`src/rtl/instr_encoder_pkg.sv`:
```
// Shared types and constants for the instruction encoder.
//   fmt_t    : instruction format selector (load-I, store-S, branch-B, R)
//   OP_*     : fixed 7-bit opcode per format
//   NOP_WORD : canonical NOP (addi x0,x0,0) used to replace bad immediates
//   state_t  : job FSM state encoding
//   enc_t    : encoder result (final word + legality flag)
//   encode_fields : pure combinational field packer with range check
package instr_encoder_pkg;

  typedef enum logic [1:0] {
    FMT_LOAD   = 2'b00,
    FMT_STORE  = 2'b01,
    FMT_BRANCH = 2'b10,
    FMT_R      = 2'b11
  } fmt_t;

  localparam logic [6:0] OP_LOAD   = 7'b0000011;
  localparam logic [6:0] OP_STORE  = 7'b0100011;
  localparam logic [6:0] OP_BRANCH = 7'b1100011;
  localparam logic [6:0] OP_R      = 7'b0110011;

  localparam logic [31:0] NOP_WORD = 32'h0000_0013;

  typedef enum logic [1:0] {
    ST_IDLE  = 2'd0,
    ST_RUN   = 2'd1,
    ST_DRAIN = 2'd2
  } state_t;

  typedef struct packed {
    logic [31:0] word;
    logic        legal;
  } enc_t;

  // Packs the fields for the selected format. An out-of-range immediate
  // yields legal=0 and the NOP word, so callers can write word unconditionally.
  function automatic enc_t encode_fields(
    input fmt_t        fmt,
    input logic [4:0]  rd,
    input logic [4:0]  rs1,
    input logic [4:0]  rs2,
    input logic [2:0]  funct3,
    input logic [6:0]  funct7,
    input logic [31:0] imm
  );
    enc_t        res;
    logic [31:0] raw;
    logic        legal;
    // I/S hold a 12-bit signed value: bits 31..11 must be pure sign extension.
    logic        fits12;
    // B holds a 13-bit signed, even value: bits 31..12 sign extension, bit 0 clear.
    logic        fits13_even;
    fits12      = (&imm[31:11]) | ~(|imm[31:11]);
    fits13_even = ((&imm[31:12]) | ~(|imm[31:12])) & ~imm[0];
    raw   = 32'h0;
    legal = 1'b1;
    unique case (fmt)
      FMT_LOAD: begin
        raw   = {imm[11:0], rs1, funct3, rd, OP_LOAD};
        legal = fits12;
      end
      FMT_STORE: begin
        raw   = {imm[11:5], rs2, rs1, funct3, imm[4:0], OP_STORE};
        legal = fits12;
      end
      FMT_BRANCH: begin
        raw   = {imm[12], imm[10:5], rs2, rs1, funct3, imm[4:1], imm[11], OP_BRANCH};
        legal = fits13_even;
      end
      FMT_R: begin
        raw   = {funct7, rs2, rs1, funct3, rd, OP_R};
        legal = 1'b1;
      end
    endcase
    res.word  = legal ? raw : NOP_WORD;
    res.legal = legal;
    return res;
  endfunction

endpackage

```
`src/rtl/instr_encoder_if.sv`:
```
// Bus interfaces of the instruction encoder.
//   instr_field_if : decoded-field input stream (in_valid/in_ready + fields)
//   imem_wr_if     : instruction-memory write port (imem_we/addr/wdata, imem_ready)
//
// Handshake rule for both streams: a beat transfers on a rising clk edge where
// valid (in_valid / imem_we) and ready (in_ready / imem_ready) are both 1.
// While valid=1 and ready=0 the source holds its payload stable; ready may be
// asserted or withdrawn independently of valid.
interface instr_field_if;
  import instr_encoder_pkg::*;
  logic        in_valid;
  logic        in_ready;
  fmt_t        fmt;
  logic [4:0]  rd;
  logic [4:0]  rs1;
  logic [4:0]  rs2;
  logic [2:0]  funct3;
  logic [6:0]  funct7;
  logic [31:0] imm;

  modport master (
    output in_valid, fmt, rd, rs1, rs2, funct3, funct7, imm,
    input  in_ready
  );
  modport slave (
    input  in_valid, fmt, rd, rs1, rs2, funct3, funct7, imm,
    output in_ready
  );
endinterface

interface imem_wr_if;
  logic        imem_we;
  logic [31:0] imem_addr;
  logic [31:0] imem_wdata;
  logic        imem_ready;

  modport master (
    output imem_we, imem_addr, imem_wdata,
    input  imem_ready
  );
  modport slave (
    input  imem_we, imem_addr, imem_wdata,
    output imem_ready
  );
endinterface

```
`src/rtl/instr_encoder_fifo.sv`:
```
// instr_fifo: synchronous FIFO holding encoded words awaiting the IMEM write.
//   clk, rst_n : clock, async active-low reset (empties the FIFO)
//   push/wdata : write a word (ignored when full)
//   pop        : drop the head word (ignored when empty)
//   rdata      : head word (show-ahead)
//   full/empty : occupancy flags derived from registered pointers
module instr_fifo #(
  parameter int FIFO_DEPTH = 4,
  parameter int WIDTH      = 32
) (
  input  logic             clk,
  input  logic             rst_n,
  input  logic             push,
  input  logic [WIDTH-1:0] wdata,
  input  logic             pop,
  output logic [WIDTH-1:0] rdata,
  output logic             full,
  output logic             empty
);

  localparam int AW = $clog2(FIFO_DEPTH);
  localparam logic [AW:0] PTR_ONE = {{AW{1'b0}}, 1'b1};

  // One extra wrap bit per pointer distinguishes full from empty.
  logic [AW:0]      wr_ptr;
  logic [AW:0]      rd_ptr;
  logic [WIDTH-1:0] mem [FIFO_DEPTH];
  logic             do_push;
  logic             do_pop;

  assign do_push = push & ~full;
  assign do_pop  = pop & ~empty;

  assign empty = (wr_ptr == rd_ptr);
  assign full  = (wr_ptr[AW] != rd_ptr[AW]) && (wr_ptr[AW-1:0] == rd_ptr[AW-1:0]);
  assign rdata = mem[rd_ptr[AW-1:0]];

  always_ff @(posedge clk or negedge rst_n) begin
    if (!rst_n) begin
      wr_ptr <= '0;
      rd_ptr <= '0;
    end else begin
      if (do_push) wr_ptr <= wr_ptr + PTR_ONE;
      if (do_pop)  rd_ptr <= rd_ptr + PTR_ONE;
    end
  end

  // Storage needs no reset: the pointers alone define what is valid.
  always_ff @(posedge clk) begin
    if (do_push) mem[wr_ptr[AW-1:0]] <= wdata;
  end

endmodule

```
`src/rtl/instr_encoder.sv`:
```
// instr_encoder: encodes a job of `count` instructions from decoded fields into
// 32-bit words and writes them to consecutive IMEM word addresses.
//   clk, rst_n      : clock, async active-low reset
//   start           : job start pulse (honoured in IDLE only)
//   base_addr[31:0] : first IMEM byte address (bits 1:0 ignored)
//   count[15:0]     : instructions in the job (0 completes immediately)
//   busy, done      : job active / one-cycle completion pulse
//   fld (slave)     : field input stream, see instr_field_if
//   imem (master)   : IMEM write port, see imem_wr_if
//   err, err_count  : sticky bad-immediate flag and saturating count
//   state_dbg       : current FSM state
module instr_encoder
  import instr_encoder_pkg::*;
#(
  parameter int FIFO_DEPTH = 4
) (
  input  logic               clk,
  input  logic               rst_n,
  input  logic               start,
  input  logic [31:0]        base_addr,
  input  logic [15:0]        count,
  output logic               busy,
  output logic               done,
  instr_field_if.slave       fld,
  imem_wr_if.master          imem,
  output logic               err,
  output logic [15:0]        err_count,
  output state_t             state_dbg
);

  state_t      state_q;
  state_t      state_d;
  logic [31:0] addr_q;
  logic [15:0] count_q;
  logic [15:0] accepted_q;
  logic        done_q;
  logic        done_d;
  logic        err_q;
  logic [15:0] err_count_q;

  logic        push;
  logic        pop;
  logic        fifo_full;
  logic        fifo_empty;
  logic [31:0] fifo_head;
  logic        start_ok;
  enc_t        enc;

  logic [1:0]  unused_base_lsbs;
  assign unused_base_lsbs = base_addr[1:0];

  assign start_ok = (state_q == ST_IDLE) && start;
  assign push     = fld.in_valid & fld.in_ready;
  assign pop      = imem.imem_we & imem.imem_ready;

  always_comb begin
    enc = encode_fields(fld.fmt, fld.rd, fld.rs1, fld.rs2,
                        fld.funct3, fld.funct7, fld.imm);
  end

  instr_fifo #(
    .FIFO_DEPTH (FIFO_DEPTH),
    .WIDTH      (32)
  ) u_fifo (
    .clk   (clk),
    .rst_n (rst_n),
    .push  (push),
    .wdata (enc.word),
    .pop   (pop),
    .rdata (fifo_head),
    .full  (fifo_full),
    .empty (fifo_empty)
  );

  // FSM state register.
  always_ff @(posedge clk or negedge rst_n) begin
    if (!rst_n) state_q <= ST_IDLE;
    else        state_q <= state_d;
  end

  // FSM next state and done request.
  always_comb begin
    state_d = state_q;
    done_d  = 1'b0;
    unique case (state_q)
      ST_IDLE: begin
        if (start) begin
          if (count != 16'd0) state_d = ST_RUN;
          else                done_d  = 1'b1;
        end
      end
      ST_RUN: begin
        if (push && (accepted_q == count_q - 16'd1)) state_d = ST_DRAIN;
      end
      ST_DRAIN: begin
        if (fifo_empty) begin
          state_d = ST_IDLE;
          done_d  = 1'b1;
        end
      end
      default: state_d = ST_IDLE;
    endcase
  end

  // FSM outputs. in_ready looks only at full, never at a pending pop, so a
  // full FIFO never sees a simultaneous push and pop.
  always_comb begin
    fld.in_ready = (state_q == ST_RUN) && !fifo_full && (accepted_q < count_q);
    busy         = (state_q != ST_IDLE);
    imem.imem_we = !fifo_empty;
  end

  // Job datapath: address/count bookkeeping and error tracking.
  always_ff @(posedge clk or negedge rst_n) begin
    if (!rst_n) begin
      addr_q      <= 32'h0;
      count_q     <= 16'h0;
      accepted_q  <= 16'h0;
      done_q      <= 1'b0;
      err_q       <= 1'b0;
      err_count_q <= 16'h0;
    end else begin
      done_q <= done_d;
      if (start_ok) begin
        err_q       <= 1'b0;
        err_count_q <= 16'h0;
        if (count != 16'd0) begin
          addr_q     <= {base_addr[31:2], 2'b00};
          count_q    <= count;
          accepted_q <= 16'h0;
        end
      end
      if (push) begin
        accepted_q <= accepted_q + 16'd1;
        if (!enc.legal) begin
          err_q <= 1'b1;
          if (err_count_q != 16'hFFFF) err_count_q <= err_count_q + 16'd1;
        end
      end
      // Address follows the head word; it advances only when IMEM takes it,
      // so address and data stay paired through stalls.
      if (pop) addr_q <= addr_q + 32'd4;
    end
  end

  assign imem.imem_addr  = addr_q;
  // Hide stale storage when nothing is pending (and after reset).
  assign imem.imem_wdata = fifo_empty ? 32'h0 : fifo_head;
  assign done            = done_q;
  assign err             = err_q;
  assign err_count       = err_count_q;
  assign state_dbg       = state_q;

endmodule

```
`src/flat_wrapper.sv`:
```
// flat-port wrapper written by rule: the top's interface ports become plain ports
module instr_encoder_flat import instr_encoder_pkg::*;
#(
  parameter int FIFO_DEPTH = 4
)
  (clk, rst_n, start, base_addr, count, busy, done, err, err_count, state_dbg, fld_in_valid, fld_fmt, fld_rd, fld_rs1, fld_rs2, fld_funct3, fld_funct7, fld_imm, fld_in_ready, imem_imem_we, imem_imem_addr, imem_imem_wdata, imem_imem_ready);
  instr_field_if fld_i ();
  imem_wr_if imem_i ();
  input  logic clk;
  input  logic rst_n;
  input  logic start;
  input  logic [31:0] base_addr;
  input  logic [15:0] count;
  output logic busy;
  output logic done;
  output logic err;
  output logic [15:0] err_count;
  output state_t state_dbg;
  input wire logic [$bits(fld_i.in_valid)-1:0] fld_in_valid;
  input wire logic [$bits(fld_i.fmt)-1:0] fld_fmt;
  input wire logic [$bits(fld_i.rd)-1:0] fld_rd;
  input wire logic [$bits(fld_i.rs1)-1:0] fld_rs1;
  input wire logic [$bits(fld_i.rs2)-1:0] fld_rs2;
  input wire logic [$bits(fld_i.funct3)-1:0] fld_funct3;
  input wire logic [$bits(fld_i.funct7)-1:0] fld_funct7;
  input wire logic [$bits(fld_i.imm)-1:0] fld_imm;
  output wire logic [$bits(fld_i.in_ready)-1:0] fld_in_ready;
  output wire logic [$bits(imem_i.imem_we)-1:0] imem_imem_we;
  output wire logic [$bits(imem_i.imem_addr)-1:0] imem_imem_addr;
  output wire logic [$bits(imem_i.imem_wdata)-1:0] imem_imem_wdata;
  input wire logic [$bits(imem_i.imem_ready)-1:0] imem_imem_ready;
  assign fld_i.in_valid = fld_in_valid;
  assign fld_i.fmt = fld_fmt;
  assign fld_i.rd = fld_rd;
  assign fld_i.rs1 = fld_rs1;
  assign fld_i.rs2 = fld_rs2;
  assign fld_i.funct3 = fld_funct3;
  assign fld_i.funct7 = fld_funct7;
  assign fld_i.imm = fld_imm;
  assign fld_in_ready = fld_i.in_ready;
  assign imem_imem_we = imem_i.imem_we;
  assign imem_imem_addr = imem_i.imem_addr;
  assign imem_imem_wdata = imem_i.imem_wdata;
  assign imem_i.imem_ready = imem_imem_ready;
  instr_encoder #(.FIFO_DEPTH(FIFO_DEPTH)) u_core (.clk(clk), .rst_n(rst_n), .start(start), .base_addr(base_addr), .count(count), .busy(busy), .done(done), .fld(fld_i), .imem(imem_i), .err(err), .err_count(err_count), .state_dbg(state_dbg));
endmodule
```
`config.mk`:
```
export PLATFORM = sky130hd
export DESIGN_NAME = instr_encoder_flat
export DESIGN_NICKNAME = d
export VERILOG_FILES = /design/src/rtl/instr_encoder_pkg.sv /design/src/rtl/instr_encoder_if.sv /design/src/rtl/instr_encoder_fifo.sv /design/src/rtl/instr_encoder.sv /design/src/flat_wrapper.sv
export SDC_FILE = /design/constraint.sdc
export NUM_CORES = 1
export LEC_CHECK = 0
export BUFFER_PORTS_ARGS = -buffer_cell sky130_fd_sc_hd__buf_4
export CORE_UTILIZATION = 55
export CTS_CLUSTER_SIZE = 28
export DETAILED_ROUTE_END_ITERATION = 6
export HOLD_SLACK_MARGIN = 0.02
export MAX_ROUTING_LAYER = met4
export PLACE_DENSITY = 0.78
export SETUP_SLACK_MARGIN = 0.3
export SYNTH_ARGS = -nofsm -noshare
export SYNTH_HDL_FRONTEND = slang
export SYNTH_HIERARCHICAL = 1
export SYNTH_SLANG_ARGS = --single-unit
export TNS_END_PERCENT = 30
```
`constraint.sdc`:
```
create_clock -name clk -period 6.2 [get_ports clk]
set_clock_uncertainty 0.2 [all_clocks]
set_input_delay 0.62 -clock clk [delete_from_list [all_inputs] [get_ports clk]]
set_output_delay 0.62 -clock clk [all_outputs]
set_load 0.02 [all_outputs]
```
==> results.md <==
- Maximum clock rate: 224 MHz
- Largest net degree at the start of global routing: 74
- Fin crit share: 71.9%
- Nets: 1288
- Die H: ~140 um
- Worst-Margin Slew: 1.17 ns
- GR Util All Layers: between 20% and 30%
- Routed WL per cell: 18.3 um
- Hpwl dp: 17.7 mm
- Global-route wire length before repair: 41.4 mm
- Clock transition at path regs: around 0.060 ns
- Initial antenna violation count: 0
- CTS root buffer: clkbuf_16
- Crit path DAT: 4.46 ns
- Final Hold Vio Count: 0
- Min Tclk post-route: 4.46 ns
- Initial core utilization: 57.0%
- Lkg Pwr: between 5 and 6 nW
- Max cap viols: 0
- Setup TNS: 0 ns
- Worst Path Required: 6.20 ns
- Top-area cell type share of the netlist area: 35.5%
- HP Class: input port to flip-flop
- Area contributors post-synth: edfxtp_1, dfrtp_1, mux4_2, nand2_1, ha_1
- Ys Warns: 6
- Antenna cells: 0
- Clock buffer depth: 3
- CP startpoint kind: flip-flop
- DRC: 0
- Crit Path Category: flip-flop to flip-flop
- Cts hold-fix bufs: 1
- DRT Pass-1 Iters: 5
- Core area: about 19000 um^2
- Vias per std cell: roughly 5.8
- Placer Congestion: 0.974
- Number of buffers added on ports: 194
- Filler Cell Count: 1438
- Post-route ant nets: 0
- Top FF cell, synth: edfxtp_1
- Die area: 20300 um^2
- Ys async rst share: 40.7%
- CP endpoint kind: flip-flop
- VDD IR max: between 0.3 and 0.4 mV
- Overall die width: 142 um
- Cell taking the most area after synthesis: edfxtp_1
- Design Power: 5.42 mW
- Max-slew violation count: 0
- Power per cell area: approximately 400 nW/um^2
- CTS tree: yes
- Synth unique cells: 63
- WL final: 26.2 mm
- Detailed Route Iter0 Violations: 644
- Area Overhead vs Synth: 23.3%
- Vias in the first global route: 8126
- Cell area after synthesis: 10800 um^2
- Layout cells sized above 1: around a quarter
- Gr ovfl total: 0
- Syn_area_per_cell: 11.5 um^2
- Sequential fraction of the synthesis area: 55.8%
- Clock Latency Late Sink: ~0.53 ns
- Total I/O pin count: 199
- EDFF count, synth: about 130
- Routed via count: 8312
- Synthesized flop and latch total: 216
- Post-CTS Setup Inserts: 0
- Status: finished, final reports clean
- # rows: 50
- # setup viols final: 0
- H-Tree Depth: 1
- Post-CTS resize count: 0
- RSZ-0062 raised after global routing: no
- Num CTS Buffers: 24
- Worst Path Max Fanout: 25
- Syn Inst Count: 943
- Slew margin rel.: 21.1%
- Clk sinks: approximately 220
## cells in the mapped netlist, drive strengths merged, types with 2 or more instances
cell type,count
edfxtp,128
nand2,99
dfrtp,88
nor2,67
o21ai,55
a21oi,42
nor2b,36
nand3,34
mux4,32
inv,29
clkbuf,28
nor3,27
and3,26
ha,25
a211oi,22
nand4,22
mux2i,21
xnor2,19
nor4,18
buf,13
and2,12
o31ai,11
xor2,11
or4,10
nand2b,8
or3,7
a31oi,6
o211ai,6
a311oi,3
and4,3
nand4b,3
o221a,3
o22ai,3
o311ai,3
a2111oi,2
a22oi,2
conb,2
nor4b,2
or2,2
or3b,2
## where the power goes
part / internal, mW / leakage [nW] / switching, mW
Sequential: 1.83 / 2.26 / 0.154
Clock: 0.763 / 0.357 / 0.575
Combinational: 0.876 / 2.81 / 1.23
## worst max-delay path: stages (launching register included)
cell and delay (ns):
dfrtp_1 0.46, xnor2_1 0.26, nand3_1 0.21, inv_1 0.10, nor4b_1 0.37, o21ai_0 0.15
nor3_1 0.26, nand4b_1 0.13, buf_4 0.23, inv_1 0.49, nand2_1 0.19, a31oi_4 0.63
buf_4 0.41
## kinds of logic after synthesis
| family | count (synthesis) | share of synthesized area, % |
|---|---|---|
| adders and majority gates | 25 | 2.89 |
| other | 2 | 0.0693 |
| buffers and inverters | 71 | 2.79 |
| DFF | 216 | 55.8 |
| AOI/OAI and AO/OA | 166 | 9.49 |
| and+or+nand+nor | 380 | 17.9 |
| muxes | 53 | 8.59 |
| xor gates and xnor gates | 30 | 2.49 |
## flip-flops by register name, summed over array words and instances, names as in the netlist
register and count:
u_core/state_dbg 2, u_core/u_fifo/mem 128, u_core/accepted_q 16, u_core/u_fifo/wr_ptr 3, u_core/u_fifo/rd_ptr 3, u_core/count_q 16
u_core/done 1, u_core/imem.imem_addr 30, u_core/err_count 16, u_core/err 1
## stage by stage
step | std cells | hold WS (ns) | cell area (um^2) | setup WS (ns) | util, %
CTS | 1428 | 0.0574 | 13400 | 1.75 | 70.3
global route | 1428 | 0.0620 | 13400 | 1.41 | 70.3
detailed placement | 1384 | 0.291 | 12600 | 1.81 | 66.3
global placement | 1384 | 0.289 | 12600 | 1.87 | 66.3
finish | 1428 | 0.0713 | 13400 | 1.74 | 70.3
floorplan | 959 | 0.124 | 10900 | 1.58 | -
## final cells by class
cell class	count	area [um^2]	area share (%)
Sequential cell	216	6050	45.2
Multi-Input combinational cell	672	4570	34.2
Timing Repair Buffer	207	1560	11.6
Clock buffer	30	623	4.66
Tap cell	260	325	2.43
Clock inverter	13	126	0.946
Inverter	30	113	0.843
## routing by layer
metal / wire length [um] / global-route usage (%)
met5: 0 / -
met4: 757 / 8.43
met3: 1480 / 3.67
met2: 13100 / 44.3
met1: 10900 / 35.0
## path summary, 6_finish.rpt
check                                        startpoint  slack (ns)                         to  cells after the start
worst max-delay path            u_core/u_fifo/wr_ptr[0]        1.74   u_core/u_fifo/mem[3][12]                     12
worst min-delay path                      base_addr[23]        0.07  u_core/imem.imem_addr[23]                      3
worst max register to register  u_core/u_fifo/wr_ptr[0]        1.74   u_core/u_fifo/mem[3][12]                     12
worst min register to register     u_core/err_count[15]        0.30       u_core/err_count[15]                      1
max in group asynchronous                         rst_n        4.28    u_core/u_fifo/rd_ptr[0]                      3
min in group asynchronous                         rst_n        0.29         u_core/count_q[12]                      2
## cells in the final DEF, fill, tap and decap left out, types with 4 or more instances in the layout
cell / netlist / layout
a211oi_1: 22 / 22
a21oi_1: 42 / 42
a31oi_1: 6 / 5
and2_1: 10 / 10
and3_1: 26 / 26
buf_4: 6 / 206
clkbuf_1: 28 / 6
clkbuf_16: 0 / 24
clkinv_1: 1 / 5
clkinv_2: 0 / 4
conb_1: 2 / 18
dfrtp_1: 88 / 87
edfxtp_1: 128 / 128
ha_1: 25 / 25
inv_1: 29 / 29
mux2i_1: 21 / 21
mux4_2: 32 / 32
nand2_1: 98 / 98
nand2b_1: 8 / 8
nand3_1: 34 / 34
nand4_1: 22 / 22
nor2_1: 67 / 67
nor2b_1: 36 / 36
nor3_1: 27 / 26
nor4_1: 18 / 18
o211ai_1: 6 / 6
o21ai_0: 55 / 55
o31ai_1: 11 / 11
or3_1: 6 / 6
or4_1: 9 / 9
xnor2_1: 19 / 19
xor2_1: 10 / 10
(Power assumes the default switching activity.)
